===== config.mk =====
export PLATFORM = sky130hd
export DESIGN_NAME = axi_rd_arbiter
export DESIGN_NICKNAME = d
export VERILOG_FILES = /design/src/rtl/axi_rd_arbiter_pkg.sv /design/src/rtl/rd_arb_prio_pick.sv /design/src/rtl/axi_rd_arbiter.sv
export SDC_FILE = /design/constraint.sdc
export NUM_CORES = 1
export LEC_CHECK = 0
export ABC_AREA = 1
export BUFFER_PORTS_ARGS = -buffer_cell sky130_fd_sc_hd__clkbuf_2
export CAP_MARGIN = 5
export CORE_AREA = 2 2 108 110
export CTS_CLUSTER_SIZE = 24
export DETAILED_ROUTE_END_ITERATION = 8
export DIE_AREA = 0 0 110 112
export GPL_ROUTABILITY_DRIVEN = 0
export HOLD_SLACK_MARGIN = 0.02
export PLACE_DENSITY = 0.72
export REMOVE_ABC_BUFFERS = 1
export SYNTH_ARGS = -nofsm -noshare
export SYNTH_HDL_FRONTEND = slang
export SYNTH_SLANG_ARGS = --single-unit

===== constraint.sdc =====
create_clock -name clk -period 1.9 [get_ports clk]
set_clock_uncertainty 0.05 [all_clocks]
set_input_delay 0.475 -clock clk [delete_from_list [all_inputs] [get_ports clk]]
set_output_delay 0.475 -clock clk [all_outputs]
set_load 0.01 [all_outputs]

===== src/rtl/axi_rd_arbiter_pkg.sv =====
// -----------------------------------------------------------------------------
// axi_rd_arbiter_pkg
// Shared definitions for the read-port arbiter slice:
//   arb_state_e     - arbiter FSM states (IDLE, BUSY, GAP)
//   NUM_REQ_DEF     - default number of read requesters
//   LEN_CACHE_LINE  - burst length-minus-one of a cache-line fill (8 beats)
//   LEN_SINGLE_BEAT - burst length-minus-one of a single-beat read
//   idx_width()     - width of a requester index (never less than 1 bit)
// -----------------------------------------------------------------------------
package axi_rd_arbiter_pkg;

  typedef enum logic [1:0] {
    ST_IDLE = 2'd0,
    ST_BUSY = 2'd1,
    ST_GAP  = 2'd2
  } arb_state_e;

  localparam int         NUM_REQ_DEF     = 4;
  localparam logic [7:0] LEN_CACHE_LINE  = 8'h7;
  localparam logic [7:0] LEN_SINGLE_BEAT = 8'h0;

  function automatic int idx_width(input int n);
    return (n > 1) ? $clog2(n) : 1;
  endfunction

endpackage


===== src/rtl/rd_arb_prio_pick.sv =====
// -----------------------------------------------------------------------------
// rd_arb_prio_pick
// Combinational winner selection. Requesters that are both requesting and
// aged form the candidate set when it is non-empty; otherwise every requester
// is a candidate. The lowest index among the candidates wins.
// Ports:
//   req_vec  [N]  - active requests
//   aged_vec [N]  - requesters that reached the age limit
//   pick_oh  [N]  - one-hot winner (all zero when nothing requests)
//   pick_idx [IW] - binary index of the winner (0 when nothing requests)
// -----------------------------------------------------------------------------
module rd_arb_prio_pick
  import axi_rd_arbiter_pkg::*;
#(
  parameter int N  = NUM_REQ_DEF,
  parameter int IW = idx_width(N)
) (
  input  logic [N-1:0]  req_vec,
  input  logic [N-1:0]  aged_vec,
  output logic [N-1:0]  pick_oh,
  output logic [IW-1:0] pick_idx
);

  logic [N-1:0] cand_s;
  logic         found_s;

  // Lowest-index scan over the candidate set
  always_comb begin
    pick_oh  = '0;
    pick_idx = '0;
    found_s  = 1'b0;
    if (|(req_vec & aged_vec)) begin
      cand_s = req_vec & aged_vec;
    end else begin
      cand_s = req_vec;
    end
    for (int i = 0; i < N; i++) begin
      if (cand_s[i] && !found_s) begin
        pick_oh[i] = 1'b1;
        pick_idx   = IW'(i);
        found_s    = 1'b1;
      end else begin
        found_s = found_s;
      end
    end
  end

endmodule


===== src/rtl/axi_rd_arbiter.sv =====
// -----------------------------------------------------------------------------
// axi_rd_arbiter
// Arbitrates NUM_REQ read requesters onto one shared bridge read port.
// A burst is granted in IDLE, runs in BUSY until its last beat, then one GAP
// cycle follows so a requester dropping req_i after done_o is not re-granted.
// Optional build macro ARB_AGING_EN: requesters that lose AGE_LIMIT
// consecutive arbitrations while requesting are promoted over fixed priority.
// Ports:
//   clk, rst           - clock, synchronous active-high reset
//   req_i/addr_i/len_i - per-requester request, start address, length-1
//   rdata_o            - bridge read data broadcast to all requesters
//   rvalid_o/done_o    - per-requester beat valid / last-beat pulse
//   ren_o/raddr_o/rlen_o - registered request to the bridge
//   rdata_i/rdata_valid_i - bridge read data and beat valid
//   spurious_o         - sticky: bridge beat seen outside BUSY
// -----------------------------------------------------------------------------
module axi_rd_arbiter
  import axi_rd_arbiter_pkg::*;
#(
  parameter int NUM_REQ   = NUM_REQ_DEF,
  parameter int AGE_LIMIT = 8
) (
  input  logic                    clk,
  input  logic                    rst,
  input  logic [NUM_REQ-1:0]      req_i,
  input  logic [NUM_REQ-1:0][31:0] addr_i,
  input  logic [NUM_REQ-1:0][7:0] len_i,
  output logic [31:0]             rdata_o,
  output logic [NUM_REQ-1:0]      rvalid_o,
  output logic [NUM_REQ-1:0]      done_o,
  output logic                    ren_o,
  output logic [31:0]             raddr_o,
  output logic [7:0]              rlen_o,
  input  logic [31:0]             rdata_i,
  input  logic                    rdata_valid_i,
  output logic                    spurious_o
);

  localparam int IW = idx_width(NUM_REQ);

  if (AGE_LIMIT < 1 || AGE_LIMIT > 15) begin : g_bad_age_limit
    $error("axi_rd_arbiter: AGE_LIMIT must be within 1..15");
  end

  arb_state_e          state_r, state_s;
  logic [NUM_REQ-1:0]  grant_oh_r;
  logic [7:0]          beat_cnt_r;
  logic [NUM_REQ-1:0]  win_oh_s, aged_s;
  logic [IW-1:0]       win_idx_s;
  logic                arb_s, busy_s, last_beat_s;

  assign arb_s       = (state_r == ST_IDLE) && (|req_i);
  assign busy_s      = (state_r == ST_BUSY);
  assign last_beat_s = busy_s && rdata_valid_i && (beat_cnt_r == rlen_o);

  rd_arb_prio_pick #(.N(NUM_REQ), .IW(IW)) u_pick (
    .req_vec  (req_i),
    .aged_vec (aged_s),
    .pick_oh  (win_oh_s),
    .pick_idx (win_idx_s)
  );

`ifdef ARB_AGING_EN
  localparam logic [3:0] AGE_LIM_C = 4'(AGE_LIMIT);
  logic [NUM_REQ-1:0][3:0] age_r;

  // Saturating loss counters: count lost decisions, clear on win or idle request
  always_ff @(posedge clk) begin
    if (rst) begin
      age_r <= '0;
    end else begin
      for (int i = 0; i < NUM_REQ; i++) begin
        if (!req_i[i]) begin
          age_r[i] <= 4'd0;
        end else if (arb_s && win_oh_s[i]) begin
          age_r[i] <= 4'd0;
        end else if (arb_s && (age_r[i] != 4'hF)) begin
          age_r[i] <= age_r[i] + 4'd1;
        end else begin
          age_r[i] <= age_r[i];
        end
      end
    end
  end

  // Promotion flags for requesters that reached the age limit
  always_comb begin
    aged_s = '0;
    for (int i = 0; i < NUM_REQ; i++) begin
      if (age_r[i] >= AGE_LIM_C) begin
        aged_s[i] = 1'b1;
      end else begin
        aged_s[i] = 1'b0;
      end
    end
  end
`else
  assign aged_s = '0;
`endif

  // Next-state logic
  always_comb begin
    state_s = state_r;
    case (state_r)
      ST_IDLE: begin
        if (|req_i) begin
          state_s = ST_BUSY;
        end else begin
          state_s = ST_IDLE;
        end
      end
      ST_BUSY: begin
        if (last_beat_s) begin
          state_s = ST_GAP;
        end else begin
          state_s = ST_BUSY;
        end
      end
      ST_GAP:  state_s = ST_IDLE;
      default: state_s = ST_IDLE;
    endcase
  end

  // State, grant, bridge request and beat counter registers
  always_ff @(posedge clk) begin
    if (rst) begin
      state_r    <= ST_IDLE;
      grant_oh_r <= '0;
      ren_o      <= 1'b0;
      raddr_o    <= 32'd0;
      rlen_o     <= 8'd0;
      beat_cnt_r <= 8'd0;
    end else begin
      state_r <= state_s;
      if (arb_s) begin
        grant_oh_r <= win_oh_s;
        ren_o      <= 1'b1;
        raddr_o    <= addr_i[win_idx_s];
        rlen_o     <= len_i[win_idx_s];
        beat_cnt_r <= 8'd0;
      end else if (last_beat_s) begin
        // raddr_o/rlen_o keep the finished burst; only the grant is dropped
        grant_oh_r <= '0;
        ren_o      <= 1'b0;
        beat_cnt_r <= 8'd0;
      end else if (busy_s && rdata_valid_i) begin
        beat_cnt_r <= beat_cnt_r + 8'd1;
      end else begin
        beat_cnt_r <= beat_cnt_r;
      end
    end
  end

  // Sticky flag for bridge beats arriving with no burst outstanding
  always_ff @(posedge clk) begin
    if (rst) begin
      spurious_o <= 1'b0;
    end else if (rdata_valid_i && !busy_s) begin
      spurious_o <= 1'b1;
    end else begin
      spurious_o <= spurious_o;
    end
  end

  // Beat routing is combinational so requesters see data with zero latency
  assign rdata_o  = rdata_i;
  assign rvalid_o = (busy_s && rdata_valid_i) ? grant_oh_r : '0;
  assign done_o   = last_beat_s ? rvalid_o : '0;

endmodule


==> results.toml <==
[placement]
dp_cells = 922
pre_cts_ws_ns = 0.0235
placed_area_sq_mm = 0.00496
dp_hpwl_um = 10300
io_buffers = 216

[critical_path]
path_max_fanout = 5
rrSetupSlack_ns = 0.38
rr_endpoint = "beat_cnt_r[6]"
worst_setup_path_end_kind = "primary output"
reg2reg_from = "state_r[1]"
rr_worst_depth = 9
critPathKind = "flop to primary output"
cp_cell_sequence = "xnor2_2 > and3_1 > nand4_1 > buf_6 > nor3_2 > clkbuf_2"
critPathMaxStageDelay_ns = 0.34
endpoint = "done_o[2]"
crit_path_top_delay_cell = "dfxtp_2"
start_kind = "flop"
worstPathArrival_ns = 1.56
critPathLaunch = "rlen_o[5]"
worstPathRequired_ns = 1.37

[clocking]
clk_pin_slew_ns = 0.07
root_buffer = "clkbuf_16"
clockBufferDepth = 2
cts.htree.levels = 2
cts_tree = "built"
holdBufCountCts = 0
numCtsBuffers = 5
cts_sinks = 56
clkLatencyLatePin_ns = 0.29

[drt]
num_vias = 4475
drtIter0Drc = 190
drcViolationCount = 0
viasPerCell = 4.78
antenna_left = 0
routed_wl_um = 13300
firstDrtPassIters = 4
wl_per_cell_um = 14.3

[global_routing]
first_global_vias = 4166
grt_pass1_wl_um = 20500
grt_usage_pct = 21.5
overflow = 0
antenna_found_initial = 0
grt_start_max_net_pins = 81

[power]
cellLeakagePower_nw = 2.57
clock_power_share_pct = 31.3
vdd_drop_max_uv = 368
power_frac_comb_pct = 30.4
cellPowerDensity_mw_per_mm2 = 677
intPower_w = 0.00245
sw_frac_of_total_pct = 30.7
seq_power_share_pct = 38.3
power.net_switching_w = 0.00108

[synthesis]
ys_seq_area_share_pct = 27.5
ys_types = 34
synthesis.area_sq_mm = 0.00408
postSynthAreaPerCell_sq_um = 6.63
yosysWarningCount = 0
yosysTopAreaCellShare_pct = 27.5
synth.area.top_cells = "dfxtp_1 27%, nor2_1 16%, o21ai_0 10%"
syn_inst = 615
synth_seq_cells = 56
yosysTopAreaCell = "dfxtp_1"

[final_layout]
nets = 992
final_area_sq_mm = 0.00522
layout_commonest_cell = "clkbuf_2"
regArea_sq_mm = 0.00112
area_growth_pct = 28.0
n_antenna_cell = 0
final_cells = 936
fillers = 1252
utilization_pct = 46.7
layout_common_cells = "214 x clkbuf_2, 170 x nor2_1, 82 x o21ai_0"
multi_input_area_sq_mm = 0.00229
drive_gt1_share_pct = 41.0

[min_path]
holdCritPathClass = "flop to flop"

[floorplanning]
io_pins = 281
dieWidth_um = 110
core_sq_mm = 0.0112
dieArea_sq_mm = 0.0123
rows = 39
dieHeight_um = 112
initial_core_util_pct = 36.5

[timing]
setup_viol = 4
relSlewSlack_pct = 68.7
hold_slack_ns = 0.414
setup_ws_ns = -0.181
rsz0062_at_grt = "yes"
fmax_ghz = 0.481
timing.final.crit_share_pct = 110
worstMarginPinSlew_ns = 0.469
maxSlewViolCount = 0
min_period_ns = 2.08
hold_viol = 0

[outcome]
outcome = "finished, violations left"
violations = "negative setup slack"

[flow_run]
maxCapViolCount = 0
what timing repair did:
action / CTS / global route
setup buffers: 3 / 3
pin swaps: 2 / 3
resized for setup: 5 / 7
setup endpoints to repair: 4 / 4
worst min path at each step:
stage,startpoint,endpoint,cells past startpoint
2_1_floorplan,grant_oh_r[2],grant_oh_r[2],2
3_3_place_gp,grant_oh_r[0],grant_oh_r[0],2
3_5_place_dp,ren_o,ren_o,2
4_1_cts,rdata_valid_i,spurious_o,3
5_1_grt,ren_o,ren_o,2
6_report,ren_o,ren_o,2
layer usage:
layer | up-vias | track usage [%] | share of wire, %
li1 | 2320 | - | -
met1 | 1932 | 25.7 | 43
met2 | 207 | 34.4 | 45
met3 | 14 | 9.25 | 11
met4 | 2 | 5.57 | 1.2
met5 | - | 5.04 | 0.44
per-stage QoR:
stage                     setup TNS, ns  total power [W]
final                            -0.612          0.00353
after CTS                        -0.798          0.00357
after global routing             -0.997          0.00377
after global placement                0          0.00242
after detailed placement              0          0.00242
after floorplan                  -11.88          0.00191
kinds of logic (layout without fill, tap and decap cells):
logic type                 count (synthesis)  count (layout)  synth area share (%)
and+or+nand+nor                          279             279                  31.2
AOI/OAI and AO/OA                        172             172                  21.6
buffers and inverters                     97             275                  17.2
DFF                                       56              56                  27.5
xor gates and xnor gates                  10              10                  2.15
adders and majority gates                  1               1                 0.307
sequential cells by signal, indices dropped and copies added (netlist names):
| name | flops |
|---|---|
| spurious_o | 1 |
| ren_o | 1 |
| grant_oh_r | 4 |
| beat_cnt_r | 8 |
| raddr_o | 32 |
| rlen_o | 8 |
| state_r | 2 |
critical path, delay by kind of cell, from the launching register on:
| family | cells | cell delay [ns] |
|---|---|---|
| XOR/XNOR | 1 | 0.18 |
| AND/OR/NAND/NOR | 3 | 0.44 |
| flip-flops | 1 | 0.34 |
| buffers and inverters | 2 | 0.31 |
power groups by stage:
stage / clock network, W / logic (W) / registers, W
5_1_grt: 0.00120 / 0.00120 / 0.00137
3_3_place_gp: 0 / 0.00104 / 0.00138
6_report: 0.00111 / 0.00107 / 0.00135
2_1_floorplan: 0 / 0.000489 / 0.00142
3_5_place_dp: 0 / 0.00104 / 0.00138
4_1_cts: 0.00115 / 0.00106 / 0.00135
cell usage after synthesis:
library cell and n:
inv_12 1, a21oi_1 6, and3_1 1, xor2_1 4
nor3_1 6, inv_2 5, nand4_1 1, o21ai_0 82
buf_12 5, nand2_2 1, xnor2_1 6, nor2_4 4
nand3_4 1, buf_4 37, o22ai_1 2, nor2_1 171
nand3_1 11, nor3_2 2, clkinv_1 1, buf_6 5
o21ai_1 80, o21ai_2 1, a31oi_4 1, inv_1 19
nand2_8 1, inv_4 1, nand2_1 30, dfxtp_1 56
buf_8 3, clkbuf_1 7, clkbuf_4 6, buf_2 7
nor2_2 50, ha_1 1
area by class of cell:
cell class / count / area share, %
multi-input cells: 462 / 43.9
well taps: 143 / 3.43
repair buffers: 240 / 25.4
clock buffers: 7 / 2.92
flip-flops and latches: 56 / 21.5
clock inverters: 1 / 0.575
inverters: 27 / 2.23
Note: power is estimated with default switching activity, not from simulation.
